===== src/rtl/tie_queue_fifo.sv =====
// Synchronous FIFO linking a producer TIE output queue to a consumer TIE input queue.
// First-word fall-through head; occupancy flags, high-water mark, flush and sticky pop error.
module tie_queue_fifo #(
  parameter int unsigned WIDTH     = 96,
  parameter int unsigned DEPTH     = 4,
  parameter int unsigned AFULL_TH  = 3,
  parameter int unsigned AEMPTY_TH = 1,
  localparam int unsigned LW       = $clog2(DEPTH + 1)
) (
  input  logic             CLK,
  input  logic             BReset,
  input  logic             TIE_OUTQ_PushReq,
  input  logic [WIDTH-1:0] TIE_OUTQ,
  output logic             TIE_OUTQ_Full,
  input  logic             TIE_INQ_PopReq,
  output logic [WIDTH-1:0] TIE_INQ,
  output logic             TIE_INQ_Empty,
  input  logic             Flush,
  output logic [LW-1:0]    Level,
  output logic             AlmostFull,
  output logic             AlmostEmpty,
  output logic [LW-1:0]    HighWater,
  output logic             PopErr
);

  localparam int unsigned PW = $clog2(DEPTH);
  localparam logic [PW-1:0] LastIdx   = PW'(DEPTH - 1);
  localparam logic [LW-1:0] DepthLvl  = LW'(DEPTH);
  localparam logic [LW-1:0] AfullLvl  = LW'(AFULL_TH);
  localparam logic [LW-1:0] AemptyLvl = LW'(AEMPTY_TH);

  logic [WIDTH-1:0] mem [DEPTH];
  logic [PW-1:0]    wr_ptr_q, rd_ptr_q;
  logic [LW-1:0]    level_q, level_d, hw_q;
  logic             pop_err_q;
  logic [WIDTH-1:0] last_q;
  logic             empty, full, push_acc, pop_acc;

  function automatic logic [PW-1:0] ptr_inc(input logic [PW-1:0] p);
    return (p == LastIdx) ? '0 : p + PW'(1);
  endfunction

  // Flags come from registered level only, never from the request inputs.
  assign empty    = (level_q == '0);
  assign full     = (level_q == DepthLvl);
  assign push_acc = TIE_OUTQ_PushReq && !full;
  assign pop_acc  = TIE_INQ_PopReq && !empty;

  always_comb begin
    level_d = level_q;
    if (Flush) begin
      level_d = '0;
    end else if (push_acc && !pop_acc) begin
      level_d = level_q + LW'(1);
    end else if (pop_acc && !push_acc) begin
      level_d = level_q - LW'(1);
    end
  end

  always_ff @(posedge CLK) begin
    if (BReset) begin
      wr_ptr_q  <= '0;
      rd_ptr_q  <= '0;
      level_q   <= '0;
      hw_q      <= '0;
      pop_err_q <= 1'b0;
      last_q    <= '0;
    end else begin
      level_q <= level_d;
      if (level_d > hw_q) hw_q <= level_d;
      // Remember the displayed head so the output holds it once the queue drains.
      if (!empty) last_q <= mem[rd_ptr_q];
      if (Flush) begin
        wr_ptr_q <= '0;
        rd_ptr_q <= '0;
      end else begin
        if (push_acc) wr_ptr_q <= ptr_inc(wr_ptr_q);
        if (pop_acc) rd_ptr_q <= ptr_inc(rd_ptr_q);
        if (TIE_INQ_PopReq && empty) pop_err_q <= 1'b1;
      end
    end
  end

  always_ff @(posedge CLK) begin
    if (!BReset && !Flush && push_acc) mem[wr_ptr_q] <= TIE_OUTQ;
  end

  assign TIE_INQ       = empty ? last_q : mem[rd_ptr_q];
  assign TIE_INQ_Empty = empty;
  assign TIE_OUTQ_Full = full;
  assign Level         = level_q;
  assign AlmostFull    = (level_q >= AfullLvl);
  assign AlmostEmpty   = (level_q <= AemptyLvl);
  assign HighWater     = hw_q;
  assign PopErr        = pop_err_q;

endmodule


===== config.mk =====
export PLATFORM = sky130hd
export DESIGN_NAME = tie_queue_fifo
export DESIGN_NICKNAME = d
export VERILOG_FILES = /design/src/rtl/tie_queue_fifo.sv
export SDC_FILE = /design/constraint.sdc
export NUM_CORES = 1
export LEC_CHECK = 0
export BUFFER_PORTS_ARGS = -buffer_cell sky130_fd_sc_hd__buf_2
export CAP_MARGIN = 20
export CORE_MARGIN = 3
export CORE_UTILIZATION = 30
export DETAILED_ROUTE_END_ITERATION = 10
export GPL_ROUTABILITY_DRIVEN = 0
export SYNTH_ARGS = -nofsm -noshare
export SYNTH_HDL_FRONTEND = slang
export SYNTH_SLANG_ARGS = --single-unit

===== constraint.sdc =====
create_clock -name CLK -period 5.32 [get_ports CLK]
set_input_delay 0.532 -clock CLK [delete_from_list [all_inputs] [get_ports CLK]]
set_output_delay 0.532 -clock CLK [all_outputs]
set_load 0.02 [all_outputs]

==> impl_results.md, run 1 <==
- Antenna Nets Post-Route: 0
- Worst hold path class: input port to register
- Vias in the first global route: 10300
- Initial DRC Count: 572
- Max-Cap Viols: 0
- Routed wire length: 40300 µm
- Port-buffer cells: 207
- Arrival @ worst endpoint: 2.98 ns
- Final setup fails: 0
- Syn Area/Cell: about 17 µm²
- Share of cells above drive strength 1: between 30 and 40%
- Peak Freq: 285 MHz
- Fin Setup TNS: 0 ns
- Total track usage: 12.5%
- Ys Warns: 0
- Hold Worst Slack: 0.149 ns
- Post-CTS sizing: 0
- Worst rel slew slack: between 20 and 30%
- Initial antenna violation count: 13
- Max-slew violations: 0
- Status: finished, final reports clean
- CTS tree: yes
- CTS Buf Count: 53
- PwrDens: roughly 400 nW/µm²
- Slowest stage cell on the critical path: inv_4
- Top cells by instance count after synthesis: edfxtp_1 (384), nand2_1 (293), dfxtp_1 (109)
- WP data required: 4.79 ns
- Area leader, netlist: edfxtp_1
- Syn nets: 1228
- Most common cell in the netlist: edfxtp_1
- Final core occ: between 30% and 40%
- Worst-margin pin slew: roughly 1.1 ns
- Final net count: 1452
- Yosys cell types: 33
- Period minus WS final: 3.51 ns
- Die footprint: 64400 µm²
- CP max FO: 79
- Synthesized cell area: between 15000 and 20000 µm²
- CTS Root Cell: clkbuf_16
- Critical path cell sequence: inv_1, ha_1, nand2b_4, inv_4, buf_4, nand2_1, nand2_1, buf_2
- Worst setup path category: register to primary output
- Number of synthesized flops with an enable pin: 384
- Final cell count without fillers: 2165
- Ys async rst share: 0%
- Avg Vias per Cell: 4.52
- Via count: 9794
- Pre-antenna DRT Iters: 4
- Clk buf depth: 3
- Slowest cell delay on critical path: 0.73 ns
- First-pass GRT wire length: ~60000 µm
- Drc violations: 0
- H-tree depth: 2
- Tcrit/Tclk final: 66.0%
- Synthesis-to-finish area growth: 20.5%
- Startpoint types: register
- Cell count after placement: between 2000 and 2500
- LEAKAGE: 0.00806 µW
- Fraction of the yosys area taken by sequential cells: roughly 75%
- Largest net degree at the start of global routing: 80
- Die height: approximately 250 µm
- Critical path endpoint category: primary output
- Die width: 254 µm
- Mapped Cells: 1114
- # IOs: 208
- Core Box Area: 60500 µm²
- Most used cell, CP: nand2_1
- RSZ-0062 raised after global routing: false
- Ant. Diodes: 0
- Final hold vios: 0
- Initial Utilization: 30.4%
- Grt total ovfl: 0
- Skew-Pair Late Insertion Delay: ~0.6 ns
- Row Count: 90
- Area fraction of the dominant cell type after synthesis: 62.7%
- Max VDD drop: 0.300 mV
- Post-DP HPWL: 22800 µm
- Clock slew at reported path FFs: 0.06 ns
- Yosys reg bits: 493
- Top_reg_cell synth: edfxtp_1
- Synth area leaders: edfxtp_1 (63%), dfxtp_1 (12%), mux4_2 (12%)
- CTS Hold Buffers Added: 0
- DR WL/cell: about 19 µm
- Clock Skews: roughly 0.016 ns
- Setup bufs post-CTS: 0
- CTS sink cnt: 493
flip-flops by register name, indices dropped and copies added (netlist names), named ones only:
register / count
last_q: 96
HighWater: 3
rd_ptr_q: 2
wr_ptr_q: 2
mem: 384
PopErr: 1
Level: 3
critical path: cells and delay by family (launching register included):
family / cells / cell delay (ns)
buf+inv: 4 / 1.41
simple gates: 3 / 0.26
fa+ha+maj: 1 / 0.31
flops: 1 / 0.37
power breakdown:
group | total [µW] | switching [µW] | internal, µW | leakage, µW
registers | 4280 | 32.7 | 4240 | 0.00436
clock network | 3870 | 1490 | 2380 | 0.000924
logic | 739 | 485 | 254 | 0.00278
cells in the final DEF (no fill, tap or decap), types with 4 or more instances in the layout:
cell type  count
clkinv_1       6
bufinv_16      8
dfxtp_1      107
nand2_1      293
buf_2        206
buf_4         17
clkinv_2      10
a21oi_1       10
nor2b_1       97
mux4_2        96
clkbuf_16     56
nor2_1        11
clkbuf_8       5
inv_1         12
inv_6          4
clkbuf_1       8
and2_4         4
edfxtp_1     384
ha_1          13
layout make-up:
class                      count  area, µm²
clock inverter                31        373
fill                        5716      38300
multi-input combinational    552       4360
inverter                      13       51.3
sequential                   493      13700
timing repair buffer         225       1200
tap                          782        978
clock buffer                  69       1500
worst paths after layout:
kind / start / to / slack (ns) / cells past startpoint
hold / removal: TIE_OUTQ[47] / mem[2][47]$_DFFE_PP_ / 0.15 / 1
setup reg to reg: Level[1]$_SDFF_PP0_ / HighWater[0]$_SDFFE_PP0N_ / 2.25 / 13
setup / recovery: Level[1]$_SDFF_PP0_ / TIE_INQ[50] / 1.81 / 8
hold reg to reg: PopErr$_SDFFE_PP0P_ / PopErr$_SDFFE_PP0P_ / 0.48 / 2
routing by layer:
metal | part of all wire, % | global-route usage (%) | vias to the layer above
li1 | - | - | 4539
met1 | 40 | 14.9 | 4926
met2 | 50 | 21.6 | 213
met3 | 7.4 | 4.29 | 92
met4 | 2.3 | 3.69 | 24
met5 | 0.40 | 0 | -
per-stage QoR:
stage	setup slack, ns	power [µW]	instance area (µm²)
5_1_grt	1.53	9260	22200
3_3_place_gp	2.38	5100	20300
2_1_floorplan	1.29	4820	18400
6_report	1.81	8890	22200
4_1_cts	1.72	9050	22200
3_5_place_dp	2.36	5110	20300
logic make-up after synthesis:
group,share of synthesized area (%)
AO/OA/AOI/OAI,0.693
XOR/XNOR,0.0476
adder cells (fa/ha/maj),0.884
buffers and inverters,1.92
flip-flops,74.5
multiplexers,11.8
AND/OR/NAND/NOR,10.1
Note: power is estimated with default switching activity, not from simulation.
==> inputs of run 2 (changes only) <==
clock period = 3.1 ns   (was 5.32 ns; I/O delays follow)
==> run 2 against run 1 <==
Effect of this change:
- global-route usage up 0.17 points
- clock skew up 0.010 ns
- design area up 4.6%
- largest cell class unchanged
==> impl_results.md, run 2 (same netlist as run 1, synthesis figures left out) <==
- Status: finished, final reports clean
- CTS tree: yes
- Worst-margin pin slew: 0.771 ns (-0.283 ns)
- Part of the power in the clock network: 40.6% (-3.0 points)
- Clock Skews: 0.0259 ns (+0.00996 ns)
- Final core occ: 38.4% (+1.7 points)
- CP max FO: 48 (-39%)
- Final setup fails: 0 (unchanged)
- Max-Cap Viols: 0 (unchanged)
- Initial DRC Count: 676 (+18%)
- WP data required: 2.79 ns (-2.00 ns)
- Pre-antenna DRT Iters: 4 (unchanged)
- Power share of the sequential group: 49.7% (+1.6 points)
- Hold depth: 4 (+3)
- Commonest non-fill, non-tap cell in the layout: edfxtp_1
- Startpoint types: register
- DR WL met3: 2320 µm (-22%)
- Post-DP HPWL: 23800 µm (+4.5%)
- Synthesis-to-finish area growth: 26.0%
- Clock slew at reported path FFs: 0.06 ns (about the same)
- H-tree depth: 2 (unchanged)
- Top layer in use: met5
- Power Total: 14700 µW (+66%)
- Routed wire length: 40400 µm (+0.29%)
- Skew-Pair Late Insertion Delay: 0.59 ns (about the same)
- Max reg flops: 384 (unchanged)
- Slowest cell delay on critical path: 0.44 ns (-0.29 ns)
- Die footprint: 64400 µm² (unchanged)
- Initial Utilization: 30.4% (unchanged)
- # IOs: 208 (unchanged)
- Drc violations: 0 (unchanged)
- Vias in the first global route: 10900 (+6.1%)
- Total track usage: 12.7% (+0.17 points)
- Worst setup path category: register to primary output
- DR WL/cell: 17.8 µm (-4.2%)
- Max-slew violations: 0 (unchanged)
- Via count: 10200 (+4.0%)
- Grt total ovfl: 0 (unchanged)
- Critical path endpoint category: primary output
- Max VDD drop: 0.464 mV (+55%)
- Initial antenna violation count: 5 (-8)
- Core Box Area: 60500 µm² (unchanged)
- CTS sink cnt: 493 (unchanged)
- Largest register by flop count: mem
- First-pass GRT wire length: 63100 µm (+3.2%)
- Period minus WS final: 2.92 ns
- Tcrit/Tclk final: 94.2%
- Setup bufs post-CTS: 0 (unchanged)
- WL met2: 20000 µm (-0.34%)
- Die width: 254 µm (unchanged)
- Commonest non-fill, non-tap cells in the layout: edfxtp_1 (384), nand2_1 (293), buf_2 (206)
- RSZ-0062 raised after global routing: false
- Critical path cell sequence: inv_1, ha_2, nand2b_4, buf_12, inv_8, buf_16, nand2_1, nand2_1, buf_2
- CTS Root Cell: clkbuf_16
- Int Pwr: 11300 µW (+65%)
- Antenna Nets Post-Route: 0 (unchanged)
- Port-buffer cells: 207 (unchanged)
- Largest net degree at the start of global routing: 57 (-29%)
- Combinational Power Share: 9.7% (+1.4 points)
- Switching power: 3420 µW (+70%)
- Clk buf depth: 3 (unchanged)
- Share of cells above drive strength 1: 28.4% (-1.7 points)
- CTS Buf Count: 51 (-3.8%)
- Most used cell, CP: nand2_1
- Avg Vias per Cell: 4.49 (-0.66%)
- Arrival @ worst endpoint: 2.61 ns (-0.37 ns)
- Worst hold path class: input port to register
- Slowest stage cell on the critical path: dfxtp_1
- DRT met1 WL: 17400 µm (+7.4%)
- Fin Setup TNS: 0 ns (unchanged)
- Largest registers: mem (384), last_q (96)
- Final hold vios: 0 (unchanged)
- Worst rel slew slack: 48.6% (+19 points)
- LEAKAGE: 0.00845 µW (+4.8%)
- Die height: 254 µm (unchanged)
- Row Count: 90 (unchanged)
- Peak Freq: ~340 MHz
- Reg2reg path depth: 13 (unchanged)
- PwrDens: 636 nW/µm² (+59%)
- Final net count: 1552 (+6.9%)
- Net Sw Frac: 23.2% (+0.56 points)
-- run 2: cell count changes in the layout (fill, tap and decap cells not counted), sizes merged, moves of 3 or more --
cell	before	now
buf	225	231
bufinv	8	2
clkbuf	69	72
diode	0	4
dlygate4sd3	0	96
-- run 2: per-stage QoR --
step	hold WS (ns)	area [µm²]	setup WS, ns	instances
floorplan	0.409	18400	0.133	1114
global placement	0.443	20500	0.227	2071
detailed placement	0.450	20500	0.174	2071
CTS	0.0274	23200	0.0244	2262
global route	0.0777	23200	0.0311	2265
finish	0.0757	23200	0.178	2266
-- run 2: power groups by stage --
stage	registers, µW	logic [µW]	clock network, µW
floorplan	7470	804	0
global placement	7470	1300	0
detailed placement	7470	1330	0
CTS	7330	1440	6190
global route	7340	1570	6440
finish	7330	1430	5980
-- run 2: repair_timing --
action                                  4_1_cts  5_1_grt
hold endpoints to repair                    384        0
hold buffers                                 96        0
resized for setup                             4        6
endpoints found under the setup margin       87       77
-- run 2: layout make-up --
cell class	count	area, µm²
flip-flops and latches	493	13700
repair buffers	327	2390
clock buffers	72	1480
diodes	4	10.0
multi-input cells	552	4370
clock inverters	23	189
inverters	13	56.3
well taps	782	978
fillers	5628	37300
-- run 2: final timing paths --
kind | startpoint | to | slack (ns)
worst max-delay path | Level[1]$_SDFF_PP0_ | TIE_INQ[24] | 0.18
worst max register to register | Level[1]$_SDFF_PP0_ | HighWater[2]$_SDFFE_PP0N_ | 0.29
worst min-delay path | Flush | PopErr$_SDFFE_PP0P_ | 0.08
worst min register to register | PopErr$_SDFFE_PP0P_ | PopErr$_SDFFE_PP0P_ | 0.46
-- run 2: metal layers --
| metal | global-route usage (%) | vias up |
|---|---|---|
| li1 | - | 4741 |
| met1 | 16.1 | 5173 |
| met2 | 21.9 | 208 |
| met3 | 3.03 | 59 |
| met4 | 3.42 | 2 |
| met5 | 0 | - |
-- run 2: critical path, delay by kind of cell (launching register included) --
| family | cells | cell delay (ns) |
|---|---|---|
| buffers and inverters | 5 | 0.93 |
| and+or+nand+nor | 3 | 0.33 |
| adders and majority gates | 1 | 0.25 |
| DFF | 1 | 0.44 |
